<file path="config.mk">
export PLATFORM = sky130hd
export DESIGN_NAME = pixel_readout_capture
export DESIGN_NICKNAME = d
export VERILOG_FILES = /design/src/rtl/pixel_readout_pkg.sv /design/src/rtl/pixel_readout_capture_fifo.sv /design/src/rtl/pixel_readout_capture.sv
export SDC_FILE = /design/constraint.sdc
export NUM_CORES = 1
export LEC_CHECK = 0
export ABC_AREA = 1
export BUFFER_PORTS_ARGS = -buffer_cell sky130_fd_sc_hd__buf_2
export CORE_MARGIN = 4
export CORE_UTILIZATION = 61
export CTS_CLUSTER_DIAMETER = 200
export DETAILED_ROUTE_END_ITERATION = 10
export PLACE_DENSITY = 0.79
export RECOVER_POWER = 25
export SETUP_SLACK_MARGIN = 0.5
export SLEW_MARGIN = 5
export SYNTH_ARGS = -nofsm -noshare
export SYNTH_HDL_FRONTEND = slang
export SYNTH_HIERARCHICAL = 1
export SYNTH_SLANG_ARGS = --single-unit
</file>
<file path="constraint.sdc">
create_clock -name clk -period 4.2 [get_ports clk]
set_input_delay 0.42 -clock clk [delete_from_list [all_inputs] [get_ports clk]]
set_output_delay 0.42 -clock clk [all_outputs]
set_load 0.005 [all_outputs]
</file>
<file path="src/rtl/pixel_readout_pkg.sv">
// Shared types for the pixel readout capture path: FSM states and the FIFO word.
package pixel_readout_pkg;

   localparam int ADDR_W     = 12;
   localparam int PIX_DATA_W = 14;

   typedef enum logic [1:0] {
      IDLE      = 2'd0,
      WAIT_DATA = 2'd1,
      PUSH      = 2'd2
   } cap_state_t;

   typedef struct packed {
      logic [PIX_DATA_W-1:0] data;
      logic [ADDR_W-1:0]     row;
      logic [ADDR_W-1:0]     col;
      logic                  sof;
      logic                  eol;
      logic                  eof;
   } pix_word_t;

endpackage

</file>
<file path="src/rtl/pixel_readout_capture_fifo.sv">
// Synchronous FIFO with a registered head word, so the stream payload comes straight from flops.
module pix_sync_fifo #(
   parameter type word_t = logic [7:0],
   parameter int  DEPTH  = 16
)(
   input  logic                   clk,
   input  logic                   rst_n,
   input  logic                   flush,
   input  logic                   push,
   input  word_t                  wdata,
   input  logic                   pop,
   output word_t                  rdata,
   output logic                   full,
   output logic                   empty,
   output logic [$clog2(DEPTH):0] level
);

   localparam int            AW       = $clog2(DEPTH);
   localparam logic [AW:0]   FULL_LVL = (AW+1)'(DEPTH);

   word_t         mem [DEPTH];
   logic [AW-1:0] wr_ptr, rd_ptr, rd_next;
   logic          wr_en, rd_en;

   assign full    = (level == FULL_LVL);
   assign empty   = (level == '0);
   assign rd_en   = pop && !empty;
   // A full FIFO still takes a write when the head leaves in the same cycle.
   assign wr_en   = push && (!full || rd_en);
   assign rd_next = rd_ptr + AW'(rd_en);

   always_ff @(posedge clk) begin
      if (wr_en) mem[wr_ptr] <= wdata;
   end

   always_ff @(posedge clk or negedge rst_n) begin
      if (!rst_n) begin
         wr_ptr <= '0;
         rd_ptr <= '0;
         level  <= '0;
         rdata  <= '0;
      end else if (flush) begin
         wr_ptr <= '0;
         rd_ptr <= '0;
         level  <= '0;
         rdata  <= '0;
      end else begin
         if (wr_en) wr_ptr <= wr_ptr + AW'(1);
         rd_ptr <= rd_next;
         level  <= level + (AW+1)'(wr_en) - (AW+1)'(rd_en);
         // The incoming word becomes the head only when it lands in the slot being read next.
         rdata  <= (wr_en && (rd_next == wr_ptr)) ? wdata : mem[rd_next];
      end
   end

endmodule

</file>
<file path="src/rtl/pixel_readout_capture.sv">
// Captures ADC samples on scan triggers and streams tagged pixels through a FIFO.
// Build option DARK_OFFSET_EN: subtract dark_offset from each sample, floored at zero.
module pixel_readout_capture
   import pixel_readout_pkg::*;
#(
   parameter int ADC_WIDTH    = 14,
   parameter int FIFO_DEPTH   = 16,
   parameter int CONV_TIMEOUT = 64
)(
   input  logic                        clk,
   input  logic                        rst_n,
   input  logic                        frame_reset,
   input  logic [ADDR_W-1:0]           row_start,
   input  logic [ADDR_W-1:0]           row_end,
   input  logic [ADDR_W-1:0]           col_start,
   input  logic [ADDR_W-1:0]           col_end,
   input  logic                        adc_start_trigger,
   input  logic [ADDR_W-1:0]           row_addr,
   input  logic [ADDR_W-1:0]           col_addr,
   output logic                        adc_conv_start,
   input  logic                        adc_data_valid,
   input  logic [ADC_WIDTH-1:0]        adc_data,
   input  logic [ADC_WIDTH-1:0]        dark_offset,
   output logic                        pix_valid,
   input  logic                        pix_ready,
   output logic [ADC_WIDTH-1:0]        pix_data,
   output logic [ADDR_W-1:0]           pix_row,
   output logic [ADDR_W-1:0]           pix_col,
   output logic                        pix_sof,
   output logic                        pix_eol,
   output logic                        pix_eof,
   output logic                        busy,
   output logic [$clog2(FIFO_DEPTH):0] fifo_level,
   output logic                        overflow,
   output logic                        timeout_err,
   output logic                        trig_overrun
);

   localparam int            CW       = $clog2(CONV_TIMEOUT + 1);
   localparam logic [CW-1:0] CNT_LAST = CW'(CONV_TIMEOUT - 1);

   cap_state_t           state, state_next;
   logic [CW-1:0]        wait_cnt_p1;
   logic [ADDR_W-1:0]    row_p0, col_p0;
   logic                 sof_p0, eol_p0, eof_p0;
   logic [ADC_WIDTH-1:0] data_p1;
   logic                 take_trig, take_data, conv_timeout, push_p2;
   pix_word_t            word_p2, head;
   logic                 fifo_full, fifo_empty, pop;

`ifdef DARK_OFFSET_EN
   function automatic logic [ADC_WIDTH-1:0] sat_sub(input logic [ADC_WIDTH-1:0] a,
                                                    input logic [ADC_WIDTH-1:0] b);
      logic signed [ADC_WIDTH:0] diff;
      diff = $signed({1'b0, a}) - $signed({1'b0, b});
      return (diff < 0) ? '0 : diff[ADC_WIDTH-1:0];
   endfunction
`else
   logic unused_dark;
   assign unused_dark = ^dark_offset;
`endif

   always_comb begin
      state_next   = state;
      take_trig    = 1'b0;
      take_data    = 1'b0;
      conv_timeout = 1'b0;
      push_p2      = 1'b0;
      case (state)
         IDLE: begin
            if (adc_start_trigger) begin
               take_trig  = 1'b1;
               state_next = WAIT_DATA;
            end
         end
         WAIT_DATA: begin
            if (adc_data_valid) begin
               take_data  = 1'b1;
               state_next = PUSH;
            end else if (wait_cnt_p1 == CNT_LAST) begin
               conv_timeout = 1'b1;
               state_next   = IDLE;
            end
         end
         PUSH: begin
            push_p2    = 1'b1;
            state_next = IDLE;
         end
         default: state_next = IDLE;
      endcase
   end

   // frame_reset outranks every event, so a late ADC response finds the FSM already idle.
   always_ff @(posedge clk or negedge rst_n) begin
      if (!rst_n) begin
         state          <= IDLE;
         adc_conv_start <= 1'b0;
         wait_cnt_p1    <= '0;
         overflow       <= 1'b0;
         timeout_err    <= 1'b0;
         trig_overrun   <= 1'b0;
      end else if (frame_reset) begin
         state          <= IDLE;
         adc_conv_start <= 1'b0;
         wait_cnt_p1    <= '0;
         overflow       <= 1'b0;
         timeout_err    <= 1'b0;
         trig_overrun   <= 1'b0;
      end else begin
         state          <= state_next;
         adc_conv_start <= take_trig;
         wait_cnt_p1    <= (state == WAIT_DATA) ? wait_cnt_p1 + CW'(1) : '0;
         if (conv_timeout) timeout_err <= 1'b1;
         if (adc_start_trigger && (state != IDLE)) trig_overrun <= 1'b1;
         if (push_p2 && fifo_full && !pop) overflow <= 1'b1;
      end
   end

   // Stage p0: address and tags at trigger time; stage p1: ADC sample.
   always_ff @(posedge clk) begin
      if (take_trig) begin
         row_p0 <= row_addr;
         col_p0 <= col_addr;
         sof_p0 <= (row_addr == row_start) && (col_addr == col_start);
         eol_p0 <= (col_addr == col_end);
         eof_p0 <= (row_addr == row_end) && (col_addr == col_end);
      end
      if (take_data) data_p1 <= adc_data;
   end

   // Stage p2: assemble the FIFO word during PUSH.
   always_comb begin
      word_p2     = '0;
      word_p2.row = row_p0;
      word_p2.col = col_p0;
      word_p2.sof = sof_p0;
      word_p2.eol = eol_p0;
      word_p2.eof = eof_p0;
`ifdef DARK_OFFSET_EN
      word_p2.data = PIX_DATA_W'(sat_sub(data_p1, dark_offset));
`else
      word_p2.data = PIX_DATA_W'(data_p1);
`endif
   end

   assign pop = pix_valid && pix_ready;

   pix_sync_fifo #(
      .word_t (pix_word_t),
      .DEPTH  (FIFO_DEPTH)
   ) u_fifo (
      .clk   (clk),
      .rst_n (rst_n),
      .flush (frame_reset),
      .push  (push_p2),
      .wdata (word_p2),
      .pop   (pop),
      .rdata (head),
      .full  (fifo_full),
      .empty (fifo_empty),
      .level (fifo_level)
   );

   assign pix_valid = !fifo_empty;
   assign pix_data  = ADC_WIDTH'(head.data);
   assign pix_row   = head.row;
   assign pix_col   = head.col;
   assign pix_sof   = head.sof;
   assign pix_eol   = head.eol;
   assign pix_eof   = head.eof;
   assign busy      = (state != IDLE);

endmodule
</file>
# Yosys cells after proc, flatten, opt, wreduce, memory -nomap -nowiden
# Memory sizes are Yosys's and may differ from the RTL's.
# Index checks and enable logic that the tools add are counted.
# Widths: inputs -> output; s select.
# totals
regBits	108
mem_bits_rw	656
inputBits	106
output_inout_bits	52
wordCells	89
n_memories	1
# memory_table
name	depth	word_bits	read_ports	rd_ports_with_merged_regs	write_ports	line	text
u_fifo.mem	16	41	1	0	1	pixel_readout_capture_fifo.sv:21	word_t mem [DEPTH];
# op_classes
add_sub_neg	5
n_eq_ne	11
muxes	30
n_reduce_logical	21
# op_table
operator	n
$mux 41	2
$eq 12x12->1	4
$mux 1	17
$mux 7	2
$mux 4	3
$reduce_bool 2->1	5
$logic_and 1x1->1	9
$mux 2	4
$add 7x1->7 const B	1
$eq 7x6->1 const B	1
$add 5x1->5	1
$eq 5x5->1 const B	1
$logic_not 5->1	1
$mux 5	1
$sub 5x1->5	1
$add 4x1->4	1
$add 4x1->4 const B	1
$eq 4x4->1	1
$ne 4x4->1 const B	1
$pmux 2 s2	1
$logic_not 1->1	3
$ne 3x3->1 const B	1
$eq 2x1->1 const B	1
$eq 2x2->1 const B	1
3 further kinds	3

# Longest topological paths before layout
# Gate-level depths: netlist (run 1).
# logic_depth
ltp_word	9
depth_mapped	22
depth_no_buf	21

# Hierarchy
# Netlist (run 1), hierarchy kept.
# modules_own_cells
mod	instances	cells_per_inst	area_each_um2	seq_area_each_um2
pix_sync_fifo	1	2507	28932.7	21050.2
pixel_readout_capture	1	279	2597.5	1556.5

# Worst setup path before layout (run 1)
# No wires, ideal clock.
# synth_timing
path_type	reg2reg
start	register u_fifo.level[2]
end	memory u_fifo/mem[11][0] in the netlist's numbering, enable pin
setup_time_ns	0.439
arrival_time_ns	3.214
required_ns	3.761
slack_ns	0.547
path_stages_with_launch	14
path_buffers	0
synth_period_minus_slack_ns	3.653
cell_sequence	dfrtp_1 -> inv_1 -> ha_1 -> nand2_1 -> nor2_1 -> inv_1 -> nand2_1 -> inv_1 -> inv_1 -> nand4_1 -> nand2_1 -> inv_1 -> nand2_1 -> nor2_1
# synth_between
elab_chain_cells	8
word_cells_on_any_way	10
classes_between	eq/ne: 1; mux: 2; reduce/logical: 7
# synth_lines
item	line	text
start, declared	pixel_readout_capture_fifo.sv:15	output logic [$clog2(DEPTH):0] level
start signal, assigned	pixel_readout_capture_fifo.sv:50	level <= level + (AW+1)'(wr_en) - (AW+1)'(rd_en);
$logic_not 5->1	pixel_readout_capture_fifo.sv:26	assign empty = (level == '0);
net fifo_empty	pixel_readout_capture.sv:49	logic fifo_full, fifo_empty, pop;
$logic_not 1->1	pixel_readout_capture.sv:164	assign pix_valid = !fifo_empty;
net pix_valid	pixel_readout_capture.sv:24	output logic pix_valid,
$logic_and 1x1->1	pixel_readout_capture.sv:146	assign pop = pix_valid && pix_ready;
net pop	pixel_readout_capture.sv:49	
$logic_and 1x1->1	pixel_readout_capture_fifo.sv:27	assign rd_en = pop && !empty;
$logic_or 1x1->1	pixel_readout_capture_fifo.sv:29	assign wr_en = push && (!full || rd_en);
$logic_and 1x1->1	pixel_readout_capture_fifo.sv:29	
$mux 1	pixel_readout_capture_fifo.sv:33	if (wr_en) mem[wr_ptr] <= wdata;
$mux 1 (not written as such)	pixel_readout_capture_fifo.sv:33	
end, declared	pixel_readout_capture_fifo.sv:21	
# The timed path passes the listed nets, and every way through them passes these cells.

# Worst setup path in the final report (run 1)
# layout_timing
start	register u_fifo.level[3]
end	register u_fifo/rdata[20] in the netlist's numbering
# layout_between
elab_chain_cells	9
word_cells_on_any_way	14
classes_between	add/sub: 1; eq/ne: 2; mux: 2; reduce/logical: 8; memory: 1
# layout_lines
item	line	text
$logic_not 5->1 *	pixel_readout_capture_fifo.sv:26	
net fifo_empty	pixel_readout_capture.sv:49	
$logic_not 1->1 *	pixel_readout_capture.sv:164	
$logic_and 1x1->1 *	pixel_readout_capture.sv:146	
net pop	pixel_readout_capture.sv:49	
$logic_and 1x1->1 *	pixel_readout_capture_fifo.sv:27	
parallel branches: the longest is 3 deep, another holds $mem_v2 16x41	n/a	
$mux 41 *	pixel_readout_capture_fifo.sv:52	rdata <= (wr_en && (rd_next == wr_ptr)) ? wdata : mem[rd_next];
$mux 41 *	pixel_readout_capture_fifo.sv:42	end else if (flush) begin
end signal, assigned	pixel_readout_capture_fifo.sv:52	
end, declared	pixel_readout_capture_fifo.sv:12	output word_t rdata,
# Mark *: on every way through the listed nets, which the timed path passes.
# A chain may end at the register's enable or synchronous reset.

==> results summary, run 1 <==
The detailed-route via count is 21907. TritonCTS built the clock tree. The signal arrival time at the worst endpoint came out at 3970 ps. The effective utilization at floorplan is 0.6159. For this run, the total global-route usage over all layers was measured as 0.2771.

The later pin in the worst-skew pair is clocked with a latency of 620 ps. The wire length of the first global-routing pass is 120000 um. The count of flip-flops with a built-in enable after synthesis came out at 697.

In the finished design, the share of the clock period the worst path needs comes to 0.8281. The pin count of the biggest net entering global routing came out at 181. Summing every instance area after synthesis gives 31530 um^2. The max-slew violation count came out at 68. The total wirelength of the detailed-routed design is 79180 um.

The number of different library cells used by synthesis comes to 32. In the synthesized netlist the dominant register cell turns out to be sky130_fd_sc_hd__edfxtp_1. The number of vias per cell came out at 6.004. Setup repair after global routing could not meet its margin everywhere. The Yosys warning count is 6.

The worst-margin pin slew came out at 2091 ps. The worst clock skew came out at 20.81 ps. The clock root buffer master is sky130_fd_sc_hd__clkbuf_16. The post-synthesis sequential area ratio is 0.7170.

The floorplan die height came out at 235.4 um. The die is 235.4 um wide. The run finished, with violations left. Dividing total power by cell area gives a power density of 627.4 nW/um^2. The worst setup path is captured at a register. The total of fill cells in the finished design came out at 3275.

The die covers 55390 um^2. Setup violations remaining at the end of the flow were counted as 0. The average wire length per cell after detail routing came out at 21.70 um. The synthesis-to-finish area growth came out at 13.26%.

The largest total area in the synthesized netlist belongs to sky130_fd_sc_hd__edfxtp_1. The final hold violation count was 0. The initial antenna violation count came out at 0. The post-CTS clock slew at the launch and capture registers of the worst setup and hold paths came out at 60 ps. The post-synthesis async set-or-reset flop share came out at 0.08770. The setup path with the least slack is of type reg -> reg. In the final layout, the share of cells above drive strength 1 is 0.1058. The worst hold-check path type is in -> reg.

The number of sinks on the clock net came out at 764. The number of nets with antenna violations after detailed routing came out at 0. Counting the buffers created by CTS gives 76. The total power of the final layout is 22.40 mW. The highest achievable clock rate is 287.5 MHz. The congestion estimate from routability-driven global placement came to 0.8249.

The clock passes through at most 3 buffers. The worst-case IR drop observed on VDD is 950.3 uV. The final total negative setup slack came out at 0 ps.

The final-stage net count is 3025. CTS built an H-tree with a depth of 3. By area the synthesized netlist is led by sky130_fd_sc_hd__edfxtp_1, sky130_fd_sc_hd__nand2_1, sky130_fd_sc_hd__nand3_1, sky130_fd_sc_hd__dfrtp_1, sky130_fd_sc_hd__inv_1. The largest single stage delay on the critical path is 700 ps. The number of buffer and inverter stages on the critical path came out at 6. The mean instance size in the synthesized netlist is 11.32 um^2. The repair_antennas step left the layout with diodes totalling 0. Data on the critical path is required at its endpoint by 4690 ps.

The maximum fanout encountered on the critical timing path came out at 70. The first detailed-routing pass took 6 iterations. For this block, the initial DRC count from the detailed router was 2850.

The leading cell type in the layout, fill and taps excluded is sky130_fd_sc_hd__nand2_1. Pin placement for this block handled 158 I/O pins. The area fraction of the dominant cell type after synthesis came out at 0.6638. The library cells used most frequently in the layout, excluding fill and tap cells, are sky130_fd_sc_hd__nand2_1, sky130_fd_sc_hd__edfxtp_1, sky130_fd_sc_hd__nand3_1. The number of nets in the synthesized netlist is 2905.

In this run the core area contains 83 standard-cell rows. The post-synthesis instance total is 2786. For this design, the slowest cell found on the critical path is sky130_fd_sc_hd__buf_4. The via count of the first global-routing pass came out at 21518. The remaining routing DRC violations came out at 0. Walking the worst path, the cells encountered are inv_1 > ha_1 > nand2_1 > nor2_1 > inv_1 > nand2_1 > inv_1 > o21ai_0 > inv_1 > ha_4 > ha_4 > buf_4 > nand3_1 > nand3_1 > nand3_1 > nand2_1 > nand2_1 > inv_1 > nor2_1.

The worst setup path is launched from a register. The synthesis-stage register bit count is 764. The static leakage came out at 13.81 nW. Port buffering added 143 buffers. The HPWL after detailed placement came out at 39760 um.

The placeable core area is 51200 um^2. The tool flagged a number of max-cap violations equal to 1. Counting I/O delays and the setup requirement, the final critical path takes 3478 ps. The overall overflow remaining after global route is 0. The category of cells accounting for the largest share of critical-path delay is buffers and inverters. The cell seen most often among critical-path stages is sky130_fd_sc_hd__inv_1. In this run the tightest slew margin relative to its limit is -0.3937.

The final reports fail on capacitance limit, slew limit.
-- path summary, 6_finish.rpt --
kind	endpoint	depth (start not counted)	slack, ps	from
max	u_fifo/rdata[20]	19	720	u_fifo/level[3]
min	data_p1[8]	1	60	adc_data[8]
max reg2reg	u_fifo/rdata[20]	19	720	u_fifo/level[3]
min reg2reg	wait_cnt_p1[0]	1	490	wait_cnt_p1[0]
max in group asynchronous	u_fifo/rd_ptr[1]	1	2540	rst_n
min in group asynchronous	u_fifo/rdata[36]	1	420	rst_n
-- layout make-up --
| type | count | area (um^2) | share of cell area |
|---|---|---|---|
| sequential | 764 | 22610 | 0.6330 |
| multi-input combinational | 1716 | 7757 | 0.2172 |
| clock buffer | 101 | 2087 | 0.05844 |
| timing repair buffer | 193 | 1395 | 0.03907 |
| tap | 680 | 850.8 | 0.02382 |
| inverter | 155 | 591.8 | 0.01657 |
| clock inverter | 40 | 422.9 | 0.01184 |
-- state kept, by name, summed over array words and instances, names as in the netlist --
signal and cells:
u_fifo/rd_ptr 4, u_fifo/mem 656, eol_p0 1, overflow 1, adc_conv_start 1, row_p0 12, data_p1 14, wait_cnt_p1 7
timeout_err 1, state 2, u_fifo/wr_ptr 4, col_p0 12, sof_p0 1, trig_overrun 1, u_fifo/rdata 41, u_fifo/level 5
eof_p0 1
-- synth_stat cells, types with 2 or more instances --
cell and instances:
sky130_fd_sc_hd__inv_1 143, sky130_fd_sc_hd__edfxtp_1 697, sky130_fd_sc_hd__xnor2_1 28, sky130_fd_sc_hd__o21ai_0 4, sky130_fd_sc_hd__o21ai_2 2, sky130_fd_sc_hd__buf_4 26, sky130_fd_sc_hd__nand2_2 2, sky130_fd_sc_hd__nor2_4 2
sky130_fd_sc_hd__nand3_1 628, sky130_fd_sc_hd__nor2_1 98, sky130_fd_sc_hd__buf_1 15, sky130_fd_sc_hd__nand4_1 5, sky130_fd_sc_hd__inv_2 11, sky130_fd_sc_hd__buf_2 78, sky130_fd_sc_hd__nand2_1 916, sky130_fd_sc_hd__dfrtp_1 67
sky130_fd_sc_hd__a21oi_1 6, sky130_fd_sc_hd__clkbuf_1 32, sky130_fd_sc_hd__nor3_1 2, sky130_fd_sc_hd__ha_1 12
-- stage by stage --
stage / worst slack, ps / utilization / hold slack (ps) / instance area, um^2 / instances
after floorplan: 547.0 / - / 124.4 / 31530 / 2786
after global placement: 873.0 / 0.6460 / 467.2 / 33070 / 3495
after detailed placement: 815.5 / 0.6460 / 484.8 / 33070 / 3495
after CTS: 752.6 / 0.6974 / 8.234 / 35700 / 3648
after global routing: 475.4 / 0.6975 / 45.56 / 35710 / 3649
final: 722.1 / 0.6975 / 64.08 / 35710 / 3649
-- routing by layer --
metal | share of wire | global-route usage | vias up
li1 | - | - | 9763
met1 | 0.36 | 0.3691 | 10533
met2 | 0.50 | 0.4655 | 1408
met3 | 0.11 | 0.05213 | 203
met4 | 0.029 | 0.09664 | 0
met5 | 0 | 0 | -
-- cells by family (layout without fill, tap and decap cells) --
logic type	Yosys count	count (layout)	synth area share
simple gates	1656	1656	0.2234
flops	764	764	0.7170
buf+inv	306	489	0.04262
xor+xnor	29	29	0.008056
compound gates	18	18	0.003532
fa+ha+maj	13	13	0.005397
-- power by group --
part	total (mW)	switching, mW	internal (mW)
clock	6.78	2.83	3.96
sequential	8.70	0.173	8.53
combinational	6.92	4.80	2.12
total	22.4	7.80	14.6
-- repair_timing --
item                                    4_1_cts  5_1_grt
setup buffers                                 0        0
endpoints found under the hold margin        12        0
resized for setup                             0        3
endpoints found under the setup margin        0       10
hold buffers                                 12        0
No activity file was read; power rests on OpenSTA's default activity.
==> run 2, diff against run 1 <==
--- a/config.mk
+++ b/config.mk
@@ -5,13 +5,13 @@
 export SDC_FILE = /design/constraint.sdc
 export NUM_CORES = 1
 export LEC_CHECK = 0
-export ABC_AREA = 1
+export ABC_AREA = 0
 export BUFFER_PORTS_ARGS = -buffer_cell sky130_fd_sc_hd__buf_2
 export CORE_MARGIN = 4
-export CORE_UTILIZATION = 61
+export CORE_UTILIZATION = 55
 export CTS_CLUSTER_DIAMETER = 200
 export DETAILED_ROUTE_END_ITERATION = 10
-export PLACE_DENSITY = 0.79
+export PLACE_DENSITY = 0.76
 export RECOVER_POWER = 25
 export SETUP_SLACK_MARGIN = 0.5
 export SLEW_MARGIN = 5
==> constraint.sdc (replaced) <==
create_clock -name clk -period 2.8 [get_ports clk]
set_input_delay 0.28 -clock clk [delete_from_list [all_inputs] [get_ports clk]]
set_output_delay 0.28 -clock clk [all_outputs]
set_load 0.005 [all_outputs]
==> results summary, run 2 <==
The worst clock skew came out at 34.49 ps. The share of the Yosys chip area taken by registers is 0.7646. The clock passes through at most 3 buffers. The met2 demand-to-capacity share in global routing is 0.4237. The die covers 57540 um^2. The number of flip-flops under the largest register name is 656. The maximum fanout encountered on the critical timing path is 7. Entering global routing, the biggest net connects 44 pins. The checks that failed: setup timing. The via count of the first global-routing pass is 17073. The synthesis-stage register bit count came out at 764. The most common cell in the synthesized netlist is sky130_fd_sc_hd__edfxtp_1. The effective utilization at floorplan is 0.5593. The clock root buffer master is sky130_fd_sc_hd__clkbuf_16. For the worst-skew pair, the clock arrives at the later sink with an insertion delay of 630 ps. The region available for standard cell placement spans 52870 um^2. The area fraction of the dominant cell type after synthesis is 0.7079. The post-synthesis instance total came out at 1486. The number of sinks on the clock net is 764.

The signal arrival time at the worst endpoint came out at 3650 ps. In this run the tool buffered the top-level ports with 143 buffer cells. The largest registers in the layout are u_fifo/mem: 656 flops, u_fifo/rdata: 41 flops, data_p1: 14 flops. The max-slew violation count is 0. The H-tree generated during clock tree synthesis spans 3 levels.

The count of flip-flops with a built-in enable after synthesis is 697. The areal power density over the cells is 951.1 nW/um^2. Synthesis produced a netlist with a net count of 1605. The average wire length per cell after detail routing is 32.63 um. For this design the top-level I/O count stands at 158.

The static leakage is 13.06 nW. The die boundary width is 239.9 um. The cell taking the most area after synthesis is sky130_fd_sc_hd__edfxtp_1.

The data required time of the critical path came out at 3280 ps. Once detailed placement completed, the half-perimeter wirelength came to 38050 um. Sorting the synthesized cells by how often they occur yields sky130_fd_sc_hd__edfxtp_1, sky130_fd_sc_hd__nand2_1, sky130_fd_sc_hd__mux4_2, sky130_fd_sc_hd__nand3_1, sky130_fd_sc_hd__dfrtp_1. The number of placed instances, taps included came out at 2365. The number of DRC markers in iteration 0 is 2231. In this run, CTS created clock tree buffers numbering 76. Setup repair after global routing could not meet its margin everywhere. The met3 layer usage reported by global route came out at 0.06332. The detail route stage leaves a number of antenna-violating nets equal to 0. The library cells used most frequently in the layout, excluding fill and tap cells, are sky130_fd_sc_hd__edfxtp_1, sky130_fd_sc_hd__mux4_2, sky130_fd_sc_hd__nand2_1. The worst path setup slack after routing came out at -363.9 ps. Counting flops per register, the top entry is u_fifo/mem. The setup check on the worst reg-to-reg path leaves a slack of -360 ps. The count of cell types in the netlist came out at 41. The met1 routing resource usage after global routing is 0.3448. Max-cap violations in this run came to 0. The peak ir drop on the vdd network is 610.9 uV. The worst-margin pin slew is 1386 ps.

The floorplan die height is 239.9 um. In the synthesized netlist the dominant register cell turns out to be sky130_fd_sc_hd__edfxtp_1. The synthesis-to-finish area growth came out at 28.27%. The setup path with the least slack is of type reg -> reg. The final hold violation count is 0.

The total power of the final layout is 36.07 mW. The average instance in the mapped netlist occupies 19.90 um^2. The worst setup path is captured at a register. The detailed-route via count came out at 17257. The worst slew margin relative to its limit came out at 0.07593. The number of setup violations in the final report came out at 42. For this run, the top clock speed supported by timing is 316.1 MHz. The minimum hold slack came out at 150.9 ps.

The wire length of the first global-routing pass came out at 108800 um. The remaining routing DRC violations is 0. The nature of the critical path startpoint is a register. Yosys printed 6 warnings. met2 is the most crowded layer. The length of the first detailed-routing pass in iterations came out at 6. The total overflow left after global routing is 0.

The netlist area before placement came out at 29570 um^2. The final-stage net count is 2020. The number of vias per cell is 6.502. The post-synthesis async set-or-reset flop share is 0.08770. Once layout is complete, the utilization of the core stands at 0.7174.

In the final timing run, aggregate negative setup slack is -11670 ps. The initial antenna violation count came to 2. For this run, the total global-route usage over all layers was measured as 0.2598. The leading cell type in the layout, fill and taps excluded is sky130_fd_sc_hd__edfxtp_1. The final critical-path share of the clock period is 1.130.

The total wirelength of the detailed-routed design came out at 86600 um. The placer congestion estimate is 0.8006. The post-CTS clock slew at the launch and capture registers of the worst setup and hold paths is 70 ps. The path class of the tightest hold or removal check is in -> reg. The shortest clock period the worst path allows after layout came out at 3164 ps.

In the final layout, the share of cells above drive strength 1 is 0.3739. By area the synthesized netlist is led by sky130_fd_sc_hd__edfxtp_1, sky130_fd_sc_hd__mux4_2, sky130_fd_sc_hd__dfrtp_1, sky130_fd_sc_hd__nand2_1, sky130_fd_sc_hd__nand3_1. TritonCTS built the clock tree. The flow ran to the end, but the final reports show violations. The filler-free cell count of the finished design is 2654. The row count came out at 84.
-- run 2: cell types whose count changed after synthesis, sizes merged, moves of 9 or more --
cell    delta
clkbuf     -9
mux4     +164
xor2      +36
inv      -141
a32o      +41
buf       -65
nand3    -542
nand2    -743
nor2      -69
-- run 2: per-layer routing --
metal | share of wire | vias to the layer above
li1 | - | 6809
met1 | 0.33 | 8797
met2 | 0.50 | 1352
met3 | 0.11 | 299
met4 | 0.058 | 0
met5 | 0 | -
-- run 2: repair_timing --
item                       CTS  global route
resized for setup           65           112
setup endpoints to repair  410           705
hold buffers                42             0
pin swaps                   39            51
cloned                      12            35
setup buffers               34            23
hold endpoints to repair    83             0
-- run 2: metrics by stage --
| step | cell area (um^2) | setup slack, ps |
|---|---|---|
| 2_1_floorplan | 30020 | -67.09 |
| 3_3_place_gp | 32640 | -233.8 |
| 3_5_place_dp | 32640 | -308.3 |
| 4_1_cts | 36500 | -312.2 |
| 5_1_grt | 37920 | -454.3 |
| 6_report | 37930 | -363.9 |
-- run 2: kinds of logic after synthesis --
logic type,Yosys count,synth area share
multiplexers,164,0.1249
buffers and inverters,90,0.01705
XOR/XNOR,65,0.02014
AO/OA/AOI/OAI,57,0.01752
flip-flops,764,0.7646
adder cells (fa/ha/maj),13,0.005755
AND/OR/NAND/NOR,333,0.05006
-- run 2: power breakdown --
| group | internal [mW] | switching, mW |
|---|---|---|
| Combinational | 7.40 | 5.13 |
| Clock | 5.99 | 4.44 |
| Sequential | 12.8 | 0.334 |
| Total | 26.2 | 9.90 |
-- run 2: area by class of cell --
type / instances / area (um^2)
multi-input cells: 632 / 7044
diodes: 3 / 7.507
clock inverters: 37 / 396.6
inverters: 13 / 51.30
fillers: 2871 / 14940
well taps: 688 / 860.8
repair buffers: 414 / 4845
flip-flops and latches: 764 / 22610
clock buffers: 103 / 2116
-- run 2: path summary, 6_finish.rpt --
path | start | to | depth (start not counted)
min | frame_reset | u_fifo/level[1] | 2
min in group asynchronous | rst_n | u_fifo/rdata[35] | 2
min reg2reg | wait_cnt_p1[0] | wait_cnt_p1[0] | 1
max reg2reg | u_fifo/level[2] | u_fifo/rdata[23] | 14
max | u_fifo/level[2] | u_fifo/rdata[23] | 14
max in group asynchronous | rst_n | u_fifo/rdata[23] | 3
-- run 2: critical path, cell delays in order (launching register included) --
cell	delay (ps)
sky130_fd_sc_hd__dfrtp_1	390
sky130_fd_sc_hd__inv_2	90
sky130_fd_sc_hd__ha_4	140
sky130_fd_sc_hd__nor4b_4	240
sky130_fd_sc_hd__buf_4	160
sky130_fd_sc_hd__nand2b_4	140
sky130_fd_sc_hd__inv_4	50
sky130_fd_sc_hd__ha_4	380
sky130_fd_sc_hd__buf_12	140
sky130_fd_sc_hd__buf_16	130
sky130_fd_sc_hd__buf_12	140
sky130_fd_sc_hd__mux4_2	510
sky130_fd_sc_hd__nand2_1	100
sky130_fd_sc_hd__nand3_1	90
sky130_fd_sc_hd__a32o_1	310
